[src/rtl/mtimer_io.sv]
// Memory-mapped 64-bit machine timer with compare interrupt.
// Define MTIMER_PRESCALER_EN to build the 16-bit tick prescaler.
module mtimer_io #(
  parameter logic [7:0] BASE_ADDR = 8'h40
) (
  input  logic        clk,
  input  logic        resetb,
  input  logic [7:0]  io_addr,
  input  logic        io_en,
  input  logic        io_we,
  input  logic [31:0] io_data_write,
  output logic [31:0] io_data_read,
  output logic        irq_mtimecmp
);

  localparam logic [2:0] OFF_MLO  = 3'd0;
  localparam logic [2:0] OFF_MHI  = 3'd1;
  localparam logic [2:0] OFF_CLO  = 3'd2;
  localparam logic [2:0] OFF_CHI  = 3'd3;
  localparam logic [2:0] OFF_CTRL = 3'd4;
  localparam logic [2:0] OFF_PSC  = 3'd5;

  logic        sel;
  logic        rd;
  logic        wr;
  logic [2:0]  off;

  logic        wr_mlo;
  logic        wr_mhi;
  logic        wr_clo;
  logic        wr_chi;
  logic        wr_ctrl;
  logic        rd_mlo;

  logic [1:0]  sync_q;
  logic        run;
  logic        tick;

  logic [63:0] mtime_q;
  logic [63:0] mtime_d;
  logic [31:0] shadow_q;
  logic [31:0] shadow_d;
  logic [63:0] cmp_q;
  logic [63:0] cmp_d;
  logic        en_q;
  logic        en_d;
  logic        irq_q;
  logic        irq_d;

  logic [31:0] psc_rd;
  logic [31:0] rdata;

  logic        unused_addr;

  assign unused_addr = ^io_addr[1:0];

  assign sel = io_en && (io_addr[7:5] == BASE_ADDR[7:5]);
  assign off = io_addr[4:2];
  assign rd  = sel && !io_we;
  assign wr  = sel && io_we;

  assign wr_mlo  = wr && (off == OFF_MLO);
  assign wr_mhi  = wr && (off == OFF_MHI);
  assign wr_clo  = wr && (off == OFF_CLO);
  assign wr_chi  = wr && (off == OFF_CHI);
  assign wr_ctrl = wr && (off == OFF_CTRL);
  assign rd_mlo  = rd && (off == OFF_MLO);

  // Counting starts only after reset release has passed two flops.
  always_ff @(posedge clk or negedge resetb) begin
    if (!resetb) begin
      sync_q <= 2'b00;
    end else begin
      sync_q <= {sync_q[0], 1'b1};
    end
  end

  assign run = sync_q[1];

`ifdef MTIMER_PRESCALER_EN
  logic        wr_psc;
  logic [15:0] presc_q;
  logic [15:0] presc_d;
  logic [15:0] pcnt_q;
  logic [15:0] pcnt_d;

  assign wr_psc = wr && (off == OFF_PSC);

  always_comb begin
    presc_d = presc_q;
    pcnt_d  = pcnt_q;
    if (wr_psc) begin
      presc_d = io_data_write[15:0];
      pcnt_d  = io_data_write[15:0];
    end else if (en_q && run) begin
      if (pcnt_q == 16'd0) begin
        pcnt_d = presc_q;
      end else begin
        pcnt_d = pcnt_q - 16'd1;
      end
    end
  end

  always_ff @(posedge clk or negedge resetb) begin
    if (!resetb) begin
      presc_q <= 16'd0;
      pcnt_q  <= 16'd0;
    end else begin
      presc_q <= presc_d;
      pcnt_q  <= pcnt_d;
    end
  end

  assign tick   = en_q && run && (pcnt_q == 16'd0);
  assign psc_rd = {16'd0, presc_q};
`else
  assign tick   = en_q && run;
  assign psc_rd = 32'd0;
`endif

  // A write to one half wins and leaves the other half untouched.
  always_comb begin
    mtime_d = mtime_q;
    if (wr_mlo) begin
      mtime_d[31:0] = io_data_write;
    end else if (wr_mhi) begin
      mtime_d[63:32] = io_data_write;
    end else if (tick) begin
      mtime_d = mtime_q + 64'd1;
    end
  end

  always_comb begin
    shadow_d = shadow_q;
    if (rd_mlo) begin
      shadow_d = mtime_q[63:32];
    end
  end

  always_comb begin
    cmp_d = cmp_q;
    if (wr_clo) begin
      cmp_d[31:0] = io_data_write;
    end
    if (wr_chi) begin
      cmp_d[63:32] = io_data_write;
    end
  end

  assign en_d  = wr_ctrl ? io_data_write[0] : en_q;
  assign irq_d = (mtime_q >= cmp_q);

  always_ff @(posedge clk or negedge resetb) begin
    if (!resetb) begin
      mtime_q  <= 64'd0;
      shadow_q <= 32'd0;
      cmp_q    <= 64'hFFFF_FFFF_FFFF_FFFF;
      en_q     <= 1'b1;
      irq_q    <= 1'b0;
    end else begin
      mtime_q  <= mtime_d;
      shadow_q <= shadow_d;
      cmp_q    <= cmp_d;
      en_q     <= en_d;
      irq_q    <= irq_d;
    end
  end

  always_comb begin
    rdata = 32'd0;
    if (rd && resetb) begin
      case (off)
        OFF_MLO:  rdata = mtime_q[31:0];
        OFF_MHI:  rdata = shadow_q;
        OFF_CLO:  rdata = cmp_q[31:0];
        OFF_CHI:  rdata = cmp_q[63:32];
        OFF_CTRL: rdata = {30'd0, irq_q, en_q};
        OFF_PSC:  rdata = psc_rd;
        default:  rdata = 32'd0;
      endcase
    end
  end

  assign io_data_read = rdata;
  assign irq_mtimecmp = irq_q;

endmodule

[config.mk]
export PLATFORM = sky130hd
export DESIGN_NAME = mtimer_io
export DESIGN_NICKNAME = d
export VERILOG_FILES = /design/src/rtl/mtimer_io.sv
export SDC_FILE = /design/constraint.sdc
export NUM_CORES = 1
export LEC_CHECK = 0
export CORE_ASPECT_RATIO = 0.75
export CORE_MARGIN = 3
export CORE_UTILIZATION = 62
export CTS_CLUSTER_DIAMETER = 150
export CTS_CLUSTER_SIZE = 28
export DETAILED_ROUTE_END_ITERATION = 16
export DONT_BUFFER_PORTS = 1
export PLACE_DENSITY = 0.78
export RECOVER_POWER = 50
export SETUP_SLACK_MARGIN = 0.4
export SLEW_MARGIN = 20
export SYNTH_ARGS = -nofsm -noshare
export SYNTH_HDL_FRONTEND = slang
export SYNTH_SLANG_ARGS = --single-unit
[constraint.sdc]
create_clock -name clk -period 2.65 [get_ports clk]
set_input_delay 0.53 -clock clk [delete_from_list [all_inputs] [get_ports clk]]
set_output_delay 0.53 -clock clk [all_outputs]
set_load 0.05 [all_outputs]
=== Yosys cells after proc, flatten, opt, wreduce, memory -nomap -nowiden ===
Cells that the tools add are included.

* Add/sub/neg operators: 1
* Magnitude comparators: 1
* Equal/unequal tests: 6
* Muxes and demuxes: 6
* Bitwise logic cells: 1
* Reduce and logical (&&, ||, !) cells: 17

{| class="wikitable"
|+ Operators by type and width
! kind !! number
|-
| 32-bit one-hot mux with 5 select lines || 1
|-
| 32-bit 2-to-1 mux || 4
|-
| 64-bit by 1-bit adder with 64-bit output, second input constant || 1
|-
| 64-bit >= comparator || 1
|-
| 64-bit 2-to-1 mux || 1
|-
| 1-bit logical AND || 11
|-
| 3-bit by 2-bit == test with 1-bit output, second input constant || 3
|-
| 2-bit AND reduction || 2
|-
| 2-bit nonzero test || 2
|-
| 3-bit by 1-bit == test with 1-bit output, second input constant || 1
|-
| 3-bit == test, second input constant || 1
|-
| 3-bit zero test || 1
|-
| 2-bit != test, second input constant || 1
|-
| 1-bit zero test || 1
|-
| 1-bit NOT || 1
|}

* Bits in registers: 164
* Input port bits: 44
* Output and inout bits: 33
* Word-level logic and storage cells: 40

=== Logic depth before layout (Yosys ltp) ===
Gate-level depths: netlist of run 1.

* Word-level depth: 6
* Depth in mapped cells: 10
* Mapped depth without buffers: 8

=== Least setup slack after synthesis of run 1 ===
Ideal clock, no wire load.

* Kind: input -> output
* Start point: in io_addr[3]
* End point: out io_data_read[10]
* Arrival: 2347 ps
* Required time: 2120 ps
* Setup slack: -227 ps
* Stages on the path: 6
* Path buffers: 2
* Path through: buf_4 -> inv_1 -> nor3_1 -> clkbuf_1 -> a22oi_1 -> a21oi_1

* Word-level cells in the longest chain between the ends: 3
* Elaborated cells between the ends (all ways): 7
* Classes of those cells: eq/ne: 4; mux: 2; reduce/logical: 1

{| class="wikitable"
|+ RTL lines
! element !! line !! text
|-
| from (decl) || 8 || <nowiki>input logic [7:0] io_addr,</nowiki>
|-
| 3-bit == test (tied with other cells) || 172 || <nowiki>case (off)</nowiki>
|-
| 32-bit one-hot mux with 5 select lines * || 172 ||
|-
| 32-bit 2-to-1 mux * || 171 || <nowiki>if (rd && resetb) begin</nowiki>
|-
| to (decl) || 12 || <nowiki>output logic [31:0] io_data_read,</nowiki>
|}

Mark *: on every way between the ends. The rest lies on a longest branch, timed or not.

=== Worst setup path in the final report of run 1 ===
* Start point: reg cmp_q[19]
* End point: reg irq_q, in the netlist irq_mtimecmp

* Word-level cells in the longest chain between the ends: 1

{| class="wikitable"
|+ RTL lines
! element !! line !! text
|-
| from (decl) || 43 || <nowiki>logic [63:0] cmp_q;</nowiki>
|-
| from (signal assigned) || 163 || <nowiki>cmp_q <= cmp_d;</nowiki>
|-
| 64-bit >= comparator || 151 || <nowiki>assign irq_d = (mtime_q >= cmp_q);</nowiki>
|-
| via irq_d || 48 || <nowiki>logic irq_d;</nowiki>
|-
| to (signal assigned) || 165 || <nowiki>irq_q <= irq_d;</nowiki>
|-
| to (decl) || 47 || <nowiki>logic irq_q;</nowiki>
|}

The timed path passes the listed nets, and every way through them passes these cells.
A chain may end at the register's enable or synchronous reset.

==> results.txt, run 1 <==
----------------------------------------------------
[Route]
  Detailed-route wire length per cell ... 24.74 um
  Met2 routed WL ... 15120 um
  Met3 wire len ... 4233 um
  Top routing layer used ... met5
  Total Wirelength ... 34490 um
  Vias post-DR ... 9769
  Initial DRC Count ... 1423
  WL met1 ... 14320 um
  Remaining antenna violation count ... 0
  Number of design rule violations left after detail routing ... 0
  Average via count per standard cell ... 7.008
  First-pass detailed-route iteration total ... 6

[Timing]
  Upper clock frequency limit ... 425.6 MHz
  Fraction of the cycle the final worst path needs ... 88.66%
  Relative max-transition margin ... 44.31%
  Count of endpoints failing hold in the final timing report ... 114
  Final worst clock skew ... 7.592 ps
  Number of setup violations in the final report ... 0
  Slack of the critical path ... 300.4 ps
  Worst-margin pin slew ... 835.3 ps
  Minimum clock period after layout ... 2350 ps
  Sum of negative setup slack ... 0 ps
  Final hold slack ... -209.4 ps
  RSZ-0062 raised after global routing ... yes
  Pins Over Slew Limit ... 0

[Die]
  Die height ... 117.9 um
  Number of top-level design ports ... 77
  Initial Util ... 64.05%
  Width of the die ... 155.2 um
  Die Footprint ... 18300 sq um
  Area of the core ... 16170 sq um
  Floorplan row count ... 40

[Placement]
  Placed Cells incl. Taps ... 1344
  Pre-CTS worst setup slack ... 176.5 ps
  Input/output buffers ... 0
  DP Area ... 11960 sq um
  Half-perimeter wire length after detailed placement ... 23650 um
  GP Congestion ... 0.9640

[Clock network]
  TritonCTS clock tree ... done
  Skew-Pair Late Insertion Delay ... 440 ps
  TritonCTS buffer count ... 17
  CTS clk-pin slew, worst paths ... 70 ps
  CTS Sinks ... 164
  CTS H-tree depth ... 4
  Clock tree buffer depth ... 2
  CTS Root Buffer Type ... sky130_fd_sc_hd__clkbuf_16

[Worst setup path]
  Start point of the critical path ... cmp_q[19]$_DFFE_PN1P_
  Data required time of the worst path ... 2950 ps
  Category of the critical setup timing path ... reg -> reg
  Dominant cell type by count on the critical path ... sky130_fd_sc_hd__o211ai_1
  Number of cells on the critical path ... 8
  Worst path cell trace ... inv_1, ha_1, a21oi_1, o21ai_0, a221oi_2, o211ai_1, a31oi_1, o211ai_1
  CP delay by family, top ... compound AO/OA/AOI/OAI gates
  Maximum single-stage delay on the critical path ... 540 ps
  Reg2reg setup slack ... 300 ps
  Worst path bufs/invs ... 1
  Startpoint of the worst register-to-register path ... cmp_q[19]$_DFFE_PN1P_
  R2r worst-path depth ... 8
  CP max-delay cell ... sky130_fd_sc_hd__dfstp_2
  Kind of start point of the critical path ... flip-flop
  Critical path destination ... irq_mtimecmp$_DFF_PN0_
  Reg-to-reg endpoint ... irq_mtimecmp$_DFF_PN0_
  Maximum net fanout on the critical path ... 3
  Critical path arrival ... 2650 ps
  Kind of capture point of the worst setup path ... flip-flop

[Run]
  Total of max-cap violations ... 0

[Global route]
  Number of global-route vias before repair ... 9423
  Pin count of the biggest net entering global routing ... 166
  Global-route wire length before repair ... 52830 um
  Number of antenna violations at the first check in global routing ... 1
  Overall overflow remaining after global route ... 0
  Combined global-route utilization of all metal layers ... 36.80%

[Finish]
  Antenna cells ... 0
  Most common cell after layout, fill and taps aside ... sky130_fd_sc_hd__mux2_2
  Commonest non-fill, non-tap cells in the layout ... sky130_fd_sc_hd__mux2_2 (93), sky130_fd_sc_hd__dfrtp_1 (90), sky130_fd_sc_hd__buf_4 (85)
  Layout cells sized above 1 ... 34.80%
  Final nets ... 1280
  Area growth from synthesis to final layout ... 25.11%
  Post-route insts no fill ... 1394
  Post-route cell area ... 12950 sq um

[Logic synthesis]
  Most used DFF post-synth ... sky130_fd_sc_hd__dfrtp_1
  Sequential cell area fraction in the yosys report ... 40.42%
  Avg Cell Area, Syn ... 9.499 sq um
  Main area contributors after synthesis ... sky130_fd_sc_hd__dfrtp_1 (24%), sky130_fd_sc_hd__dfstp_2 (16%), sky130_fd_sc_hd__mux2_2 (10%)
  Number of flops mapped to enable cells by yosys ... 0
  Fraction of synthesis flops using an asynchronous set or reset pin ... 100.0%
  Cells after synthesis ... 1090
  Warning count from the yosys run ... 0
  Proportion of netlist area held by the largest area contributor ... 23.93%
  Net Count, Synth ... 1199
  Cell area after technology mapping ... 10350 sq um
  Post-synth cell types ... 73
  Cell taking the most area after synthesis ... sky130_fd_sc_hd__dfrtp_1
  Post-synthesis sequential element count ... 164

[Power]
  Leakage power ... 5.227 nW
  Worst IR drop on VDD ... 0.4349 mV
  Pwr dens ... 485.0 nW/um^2

[Min path]
  Class of the most critical hold timing path ... in -> async

[Status]
  Result of the run ... complete, but fails checks
  Violations in the final reports ... negative hold slack

----------------------------------------------------
## metrics by stage
step	utilization (%)	power (mW)
floorplan	-	3.404
global placement	73.98	3.649
detailed placement	73.98	3.704
CTS	78.31	6.124
global route	80.13	6.488
finish	80.13	6.282
## area by class of cell
type	instances	area [sq um]
Fill cell	990	3212
Tap cell	210	262.8
Clock inverter	14	127.6
Clock buffer	18	429.2
Inverter	72	270.3
Sequential cell	164	4197
Timing Repair Buffer	125	1389
Multi-Input combinational cell	791	6279
## worst register-to-register path, stage by stage (launching register included)
cell and delay (ps):
sky130_fd_sc_hd__dfstp_2 540, sky130_fd_sc_hd__inv_1 40, sky130_fd_sc_hd__ha_1 300, sky130_fd_sc_hd__a21oi_1 120, sky130_fd_sc_hd__o21ai_0 280, sky130_fd_sc_hd__a221oi_2 390
sky130_fd_sc_hd__o211ai_1 140, sky130_fd_sc_hd__a31oi_1 270, sky130_fd_sc_hd__o211ai_1 140
## metal layers
metal,track usage (%),up-vias
met4,10.93,2
met3,8.416,95
li1,-,4249
met2,53.61,689
met1,54.95,4734
met5,0,-
## power breakdown
part	switching, mW	internal [mW]
Sequential	0.176	2.73
Combinational	0.519	0.433
Clock	1.12	1.30
## cell families after synthesis
kind of cell             after synthesis  share of synthesized area (%)
AO/OA/AOI/OAI                        320                          19.90
adder cells (fa/ha/maj)               65                          7.855
buffers and inverters                135                          5.257
flip-flops                           164                          40.42
multiplexers                          99                          10.72
other                                  1                        0.03622
AND/OR/NAND/NOR                      306                          15.81
## flip-flops by register name, indices dropped and copies added, names as in the netlist
register	cells
en_q	1
cmp_q	64
mtime_q	64
sync_q	2
irq_mtimecmp	1
shadow_q	32
## worst min path at each step
stage,cells after the start,start,end
after floorplan,0,resetb,irq_mtimecmp$_DFF_PN0_
after global placement,0,resetb,mtime_q[0]$_DFFE_PN0P_
after detailed placement,0,resetb,mtime_q[0]$_DFFE_PN0P_
after CTS,0,resetb,shadow_q[0]$_DFFE_PN0P_
after global routing,0,resetb,shadow_q[0]$_DFFE_PN0P_
final,0,resetb,shadow_q[0]$_DFFE_PN0P_
## what timing repair did
item / 4_1_cts / 5_1_grt
hold endpoints to repair: 164 / 164
pin swaps: 6 / 18
gates resized for setup: 24 / 43
setup endpoints to repair: 51 / 56
setup buffers: 5 / 13
## synthesized netlist by cell type, drive strengths merged (2+ instances only)
cell,count
a211oi,2
a21o,8
a21oi,107
a221o,5
a221oi,5
a22oi,70
a2bb2oi,7
a311oi,3
a31oi,7
a32oi,3
a41o,2
a41oi,2
and2,6
and3,25
and4,11
buf,25
clkbuf,38
dfrtp,99
dfstp,65
ha,65
inv,72
mux2,95
mux2i,4
nand2,70
nand2b,4
nand3,67
nand4,29
nor2,57
nor3,15
nor3b,2
nor4,9
o211ai,5
o21a,2
o21ai,48
o22a,5
o22ai,19
o311ai,7
o31ai,2
or3,3
or4,2
No activity file was read; power rests on OpenSTA's default activity.
==> run 2: changes to the inputs <==
--- a/config.mk
+++ b/config.mk
@@ -5,14 +5,16 @@
 export SDC_FILE = /design/constraint.sdc
 export NUM_CORES = 1
 export LEC_CHECK = 0
+export CELL_PAD_IN_SITES_DETAIL_PLACEMENT = 1
+export CELL_PAD_IN_SITES_GLOBAL_PLACEMENT = 1
 export CORE_ASPECT_RATIO = 0.75
 export CORE_MARGIN = 3
-export CORE_UTILIZATION = 62
+export CORE_UTILIZATION = 50
 export CTS_CLUSTER_DIAMETER = 150
 export CTS_CLUSTER_SIZE = 28
 export DETAILED_ROUTE_END_ITERATION = 16
 export DONT_BUFFER_PORTS = 1
-export PLACE_DENSITY = 0.78
+export PLACE_DENSITY_LB_ADDON = 0.1
 export RECOVER_POWER = 50
 export SETUP_SLACK_MARGIN = 0.4
 export SLEW_MARGIN = 20
==> run 2 against run 1 <==
- the flow still finishes with violations (negative hold slack)
- clock power rose by 8.6%
- non-clock buffer count fell by 4
- critical path type is now in -> reg
- fmax fell by 1.6%
- register-to-register slack barely moved
- utilization fell by 14 points
- worst setup slack got worse by 38 ps
- via count rose by 0.57%
==> results.txt, run 2 (synthesis results as in run 1) <==
----------------------------------------------------
[Clock network]
  TritonCTS clock tree ... done
  CTS Sinks ... 164
  CTS Root Buffer Type ... sky130_fd_sc_hd__clkbuf_16
  Skew-Pair Late Insertion Delay ... 440 ps
  CTS clk-pin slew, worst paths ... 80 ps
  TritonCTS buffer count ... 17
  CTS H-tree depth ... 4
  Clock tree buffer depth ... 2

[Die]
  Die Footprint ... 22490 sq um
  Die height ... 130.6 um
  Number of top-level design ports ... 77
  Width of the die ... 172.2 um
  Initial Util ... 52.24%
  Floorplan row count ... 44
  Area of the core ... 19820 sq um

[Worst setup path]
  CP max-delay cell ... sky130_fd_sc_hd__clkbuf_1
  R2r worst-path depth ... 8
  Kind of start point of the critical path ... input port
  Category of the critical setup timing path ... in -> reg
  Worst path bufs/invs ... 2
  Kind of capture point of the worst setup path ... flip-flop
  Dominant cell type by count on the critical path ... sky130_fd_sc_hd__clkbuf_1
  Critical path arrival ... 2740 ps
  CP delay by family, top ... buffers and inverters
  Data required time of the worst path ... 3000 ps
  Worst path cell trace ... and4bb_4, clkbuf_1, and2_0, nand2_1, clkbuf_1, mux2_2
  Maximum single-stage delay on the critical path ... 910 ps
  Number of cells on the critical path ... 6
  Maximum net fanout on the critical path ... 15

[Route]
  Vias post-DR ... 9825
  Number of design rule violations left after detail routing ... 0
  Remaining antenna violation count ... 0
  Initial DRC Count ... 962
  Met2 routed WL ... 18270 um
  WL met1 ... 17390 um
  Total Wirelength ... 39960 um
  Top routing layer used ... met4
  Average via count per standard cell ... 6.856
  Met3 wire len ... 3495 um
  Detailed-route wire length per cell ... 27.88 um
  First-pass detailed-route iteration total ... 5

[Finish]
  # fillers ... 2094
  Layout cells sized above 1 ... 34.32%
  Area growth from synthesis to final layout ... 26.22%
  Final standard cell utilization of the core ... 65.94%
  Most common cell after layout, fill and taps aside ... sky130_fd_sc_hd__mux2_2
  Post-route cell area ... 13070 sq um
  Footprint of the flip-flops and latches ... 4198 sq um
  Largest regs ... cmp_q x64, mtime_q x64, shadow_q x32
  Final nets ... 1276
  Antenna cells ... 0
  Area of the multi-input gates ... 6269 sq um
  Post-route insts no fill ... 1433
  Commonest non-fill, non-tap cells in the layout ... sky130_fd_sc_hd__mux2_2 (95), sky130_fd_sc_hd__dfrtp_1 (89), sky130_fd_sc_hd__buf_4 (77)

[Timing]
  RSZ-0062 raised after global routing ... yes
  Relative max-transition margin ... 18.82%
  Upper clock frequency limit ... 418.8 MHz
  Final hold slack ... -199.8 ps
  Number of setup violations in the final report ... 0
  Worst-margin pin slew ... 1218 ps
  Final worst clock skew ... 16.01 ps
  Sum of negative setup slack ... 0 ps
  Fraction of the cycle the final worst path needs ... 90.09%
  Count of endpoints failing hold in the final timing report ... 103
  Minimum clock period after layout ... 2388 ps
  Pins Over Slew Limit ... 0
  Slack of the critical path ... 262.5 ps

[Power]
  Pwr dens ... 497.8 nW/um^2
  Worst IR drop on VDD ... 0.3770 mV
  Leakage power ... 5.229 nW

[Placement]
  Placed Cells incl. Taps ... 1389
  Half-perimeter wire length after detailed placement ... 26510 um
  Pre-CTS worst setup slack ... 122.6 ps
  GP Congestion ... 0.9171
  Input/output buffers ... 0
  DP Area ... 12030 sq um

[Global route]
  Pin count of the biggest net entering global routing ... 166
  Overall overflow remaining after global route ... 0
  Number of global-route vias before repair ... 10102
  Combined global-route utilization of all metal layers ... 34.39%
  Global-route wire length before repair ... 58640 um
  Number of antenna violations at the first check in global routing ... 0

[Status]
  Result of the run ... complete, but fails checks
  Violations in the final reports ... negative hold slack

[Min path]
  Class of the most critical hold timing path ... in -> async

[Run]
  Total of max-cap violations ... 0

----------------------------------------------------
[run 2: cell count changes in the layout (fill, tap and decap cells not counted), moves of 3 or more]
cell / change
sky130_fd_sc_hd__buf_4: -8
sky130_fd_sc_hd__inv_1: +5
sky130_fd_sc_hd__inv_2: -5
sky130_fd_sc_hd__inv_6: -4
sky130_fd_sc_hd__nand3_2: +4
sky130_fd_sc_hd__clkinv_2: -3
sky130_fd_sc_hd__clkinvlp_4: +3
[run 2: power breakdown]
part,switching (mW),internal [mW],total (mW)
logic,0.543,0.404,0.947
registers,0.189,2.73,2.92
clock network,1.10,1.54,2.64
[run 2: layout make-up]
cell class / instances / area share (%)
clock buffers: 21 / 3.523
clock inverters: 11 / 1.158
inverters: 72 / 2.068
multi-input cells: 791 / 47.97
flip-flops and latches: 164 / 32.12
well taps: 253 / 2.422
repair buffers: 121 / 10.74
[run 2: metal layers]
metal  vias to the layer above  global-route usage, %
met1                      5014                  49.64
li1                       4243                      -
met5                         -                      0
met2                       511                  52.87
met4                         0                  10.98
met3                        57                  6.256
[run 2: worst paths after layout]
check	start	endpoint	slack, ps
max	io_addr[7]	cmp_q[27]$_DFFE_PN1P_	260
min	resetb	mtime_q[2]$_DFFE_PN0P_	-200
max reg2reg	cmp_q[32]$_DFFE_PN1P_	irq_mtimecmp$_DFF_PN0_	300
min reg2reg	sync_q[0]$_DFF_PN0_	sync_q[1]$_DFF_PN0_	400
max in group asynchronous	resetb	cmp_q[27]$_DFFE_PN1P_	2440
min in group clk	io_data_write[30]	mtime_q[62]$_DFFE_PN0P_	220
[run 2: worst register-to-register path: cells and delay by family, from the launching register on]
kind	cells	cell delay, ps
flops	1	560
simple gates	4	980
buf+inv	2	250
compound gates	1	190
fa+ha+maj	1	280
[run 2: what timing repair did]
| item | in CTS | in global routing |
|---|---|---|
| setup buffers | 5 | 5 |
| gates resized for setup | 22 | 45 |
| endpoints found under the hold margin | 164 | 159 |
| endpoints found under the setup margin | 47 | 49 |
| pin swaps | 3 | 15 |
| cloned | 1 | 1 |
[run 2: through the flow]
step                power [mW]  hold slack (ps)
CTS                      6.368           -225.1
detailed placement       3.728            244.5
global placement         3.655            245.7
global route             6.721           -229.2
floorplan                3.404            234.4
finish                   6.506           -199.8
==> run 3: changes to the inputs <==
--- a/config.mk
+++ b/config.mk
@@ -5,11 +5,12 @@
 export SDC_FILE = /design/constraint.sdc
 export NUM_CORES = 1
 export LEC_CHECK = 0
+export ABC_AREA = 1
 export CELL_PAD_IN_SITES_DETAIL_PLACEMENT = 1
 export CELL_PAD_IN_SITES_GLOBAL_PLACEMENT = 1
 export CORE_ASPECT_RATIO = 0.75
 export CORE_MARGIN = 3
-export CORE_UTILIZATION = 50
+export CORE_UTILIZATION = 47
 export CTS_CLUSTER_DIAMETER = 150
 export CTS_CLUSTER_SIZE = 28
 export DETAILED_ROUTE_END_ITERATION = 16
==> run 3 against run 2 <==
- the run still ends with negative hold slack left
- routed wire length up 28%
- register-to-register slack improved by 110 ps
- cell area increased by 5.2%
- clock skew hardly changed
- synthesized area increased by 8.9%
- first-iteration DRC count increased by 32%
- critical endpoint is now io_data_read[16]
- largest cell class unchanged
==> results.txt, run 3 <==
----------------------------------------------------
[Clock network]
  TritonCTS clock tree ... done
  Skew-Pair Late Insertion Delay ... 450 ps
  CTS H-tree depth ... 4
  CTS Root Buffer Type ... sky130_fd_sc_hd__clkbuf_16
  CTS Sinks ... 164
  TritonCTS buffer count ... 17
  CTS clk-pin slew, worst paths ... 60 ps
  Clock tree buffer depth ... 2

[Die]
  Area of the core ... 23300 sq um
  Die Footprint ... 25910 sq um
  Floorplan row count ... 48
  Die height ... 140.1 um
  Initial Util ... 48.39%
  Number of top-level design ports ... 77
  Width of the die ... 184.9 um

[Power]
  Worst IR drop on VDD ... 0.4368 mV
  Pwr dens ... 635.3 nW/um^2
  Leakage power ... 6.042 nW

[Worst setup path]
  Dominant cell type by count on the critical path ... sky130_fd_sc_hd__buf_12
  R2r worst-path depth ... 9
  Kind of capture point of the worst setup path ... primary output
  Reg2reg setup slack ... 410 ps
  Reg-to-reg endpoint ... mtime_q[63]$_DFFE_PN0P_
  CP delay by family, top ... buffers and inverters
  Category of the critical setup timing path ... in -> out
  Maximum net fanout on the critical path ... 8
  Critical path arrival ... 1770 ps
  Worst path bufs/invs ... 5
  Kind of start point of the critical path ... input port
  CP max-delay cell ... sky130_fd_sc_hd__a221oi_1
  Maximum single-stage delay on the critical path ... 350 ps
  Data required time of the worst path ... 2120 ps
  Startpoint of the worst register-to-register path ... mtime_q[35]$_DFFE_PN0P_
  Worst path cell trace ... inv_2, nand3_1, inv_4, buf_12, a221oi_1, buf_4, nor2_4, buf_12

[Finish]
  Final standard cell utilization of the core ... 58.99%
  Final nets ... 1761
  Post-route cell area ... 13750 sq um
  Largest regs ... cmp_q x64, mtime_q x64, shadow_q x32
  Footprint of the flip-flops and latches ... 4203 sq um
  Layout cells sized above 1 ... 17.78%
  Most common cell after layout, fill and taps aside ... sky130_fd_sc_hd__nand2_1
  Commonest non-fill, non-tap cells in the layout ... sky130_fd_sc_hd__nand2_1 (441), sky130_fd_sc_hd__inv_1 (192), sky130_fd_sc_hd__nor2_1 (169)
  Area of the multi-input gates ... 6694 sq um
  Area growth from synthesis to final layout ... 21.89%
  # fillers ... 2934

[Logic synthesis]
  Fraction of synthesis flops using an asynchronous set or reset pin ... 100.0%
  Most used DFF post-synth ... sky130_fd_sc_hd__dfrtp_1
  Cell area after technology mapping ... 11280 sq um
  Synth cell count leaders ... sky130_fd_sc_hd__nand2_1 (445), sky130_fd_sc_hd__nor2_1 (207), sky130_fd_sc_hd__inv_1 (197), sky130_fd_sc_hd__o21ai_0 (144), sky130_fd_sc_hd__a21oi_1 (104)
  Cells after synthesis ... 1617
  Proportion of netlist area held by the largest area contributor ... 21.97%
  Warning count from the yosys run ... 0
  Sequential cell area fraction in the yosys report ... 37.11%
  Number of flops mapped to enable cells by yosys ... 0
  Top-count cell post-synth ... sky130_fd_sc_hd__nand2_1
  Cell taking the most area after synthesis ... sky130_fd_sc_hd__dfrtp_1
  Main area contributors after synthesis ... sky130_fd_sc_hd__dfrtp_1 (22%), sky130_fd_sc_hd__dfstp_2 (15%), sky130_fd_sc_hd__nand2_1 (15%)
  Post-synth cell types ... 42
  Net Count, Synth ... 1726
  Post-synthesis sequential element count ... 164
  Avg Cell Area, Syn ... 6.974 sq um

[Route]
  Total Wirelength ... 50990 um
  Vias post-DR ... 12318
  Average via count per standard cell ... 6.266
  Number of design rule violations left after detail routing ... 0
  Remaining antenna violation count ... 0
  Initial DRC Count ... 1266
  Detailed-route wire length per cell ... 25.94 um
  First-pass detailed-route iteration total ... 5

[Timing]
  Sum of negative setup slack ... 0 ps
  Count of endpoints failing hold in the final timing report ... 115
  Final hold slack ... -219.5 ps
  Minimum clock period after layout ... 2300 ps
  Pins Over Slew Limit ... 0
  RSZ-0062 raised after global routing ... yes
  Final worst clock skew ... 16.09 ps
  Worst-margin pin slew ... 1111 ps
  Relative max-transition margin ... 25.39%
  Number of setup violations in the final report ... 0
  Upper clock frequency limit ... 434.8 MHz
  Fraction of the cycle the final worst path needs ... 86.80%

[Global route]
  Number of antenna violations at the first check in global routing ... 0
  Number of global-route vias before repair ... 12178
  Pin count of the biggest net entering global routing ... 167
  Combined global-route utilization of all metal layers ... 38.46%
  Overall overflow remaining after global route ... 0
  Global-route wire length before repair ... 74510 um

[Placement]
  GP Congestion ... 1.062
  DP Area ... 12620 sq um
  Input/output buffers ... 0
  Half-perimeter wire length after detailed placement ... 37600 um

[Status]
  Result of the run ... complete, but fails checks
  Violations in the final reports ... negative hold slack

[Run]
  Total of max-cap violations ... 0

[Min path]
  Class of the most critical hold timing path ... in -> async

----------------------------------------------------
==> run 3: changes by cell type in the layout (fill, tap and decap cells not counted), sizes merged, moves of 8 or more <==
cell    previous run  this run
and3              25         1
buf              117        67
a22oi             70         2
and4              11         0
nor2              57       213
o22ai             19        31
nand2             70       447
xor2               0        22
inv               73       202
a21o               8         0
mux2              95         2
a221oi             5        28
o21ai             48       155
==> run 3: cell families after synthesis <==
group / after synthesis / share of synthesized area, %
other: 1 / 0.03325
AND/OR/NAND/NOR: 768 / 27.82
XOR/XNOR: 27 / 2.097
adder cells (fa/ha/maj): 65 / 7.212
AO/OA/AOI/OAI: 333 / 16.59
multiplexers: 2 / 0.1997
flip-flops: 164 / 37.11
buffers and inverters: 257 / 8.943
==> run 3: timing repair <==
item	CTS	global route
gates resized for setup	27	68
endpoints found under the setup margin	35	54
pin swaps	0	2
gates cloned	0	3
setup buffers	0	5
endpoints found under the hold margin	164	136
==> run 3: area by class of cell <==
class                      instances  share of cell area [%]
clock inverter                    12                   1.138
antenna                            1                 0.01820
sequential                       164                   30.58
inverter                         202                   5.534
multi-input combinational       1196                   48.70
tap                              300                   2.731
timing repair buffer              71                   8.056
clock buffer                      20                   3.250
==> run 3: worst max path at each step <==
stage / startpoint / to / slack, ps / cells past startpoint
floorplan: io_en / io_data_read[1] / 230 / 6
detailed placement: io_addr[4] / io_data_read[21] / 230 / 7
global route: mtime_q[35]$_DFFE_PN0P_ / mtime_q[63]$_DFFE_PN0P_ / 290 / 9
global placement: io_addr[4] / io_data_read[5] / 300 / 7
CTS: mtime_q[8]$_DFFE_PN0P_ / io_data_read[8] / 260 / 5
finish: io_addr[4] / io_data_read[16] / 350 / 8
==> run 3: power by group <==
part	switching, mW	internal, mW
combinational	1.52	0.828
clock	1.14	1.51
sequential	0.722	3.02
==> run 3: through the flow <==
| step | worst slack [ps] | hold WS (ps) | total power, mW | std cells |
|---|---|---|---|---|
| 4_1_cts | 263.7 | -227.6 | 8.506 | 1957 |
| 3_5_place_dp | 233.8 | 238.5 | 5.799 | 1925 |
| 3_3_place_gp | 301.7 | 240.0 | 5.623 | 1925 |
| 5_1_grt | 289.9 | -241.9 | 9.145 | 1965 |
| 6_report | 349.9 | -219.5 | 8.732 | 1966 |
| 2_1_floorplan | 234.6 | 234.4 | 4.891 | 1617 |
==> run 3: per-layer routing <==
| layer | GRT usage (%) | up-vias | wire (um) |
|---|---|---|---|
| met3 | 11.58 | 92 | 6270 |
| met1 | 57.89 | 6154 | 22190 |
| met4 | 8.998 | 0 | 1261 |
| met2 | 54.03 | 704 | 21270 |
| met5 | 0 | - | 0 |
| li1 | - | 5368 | - |
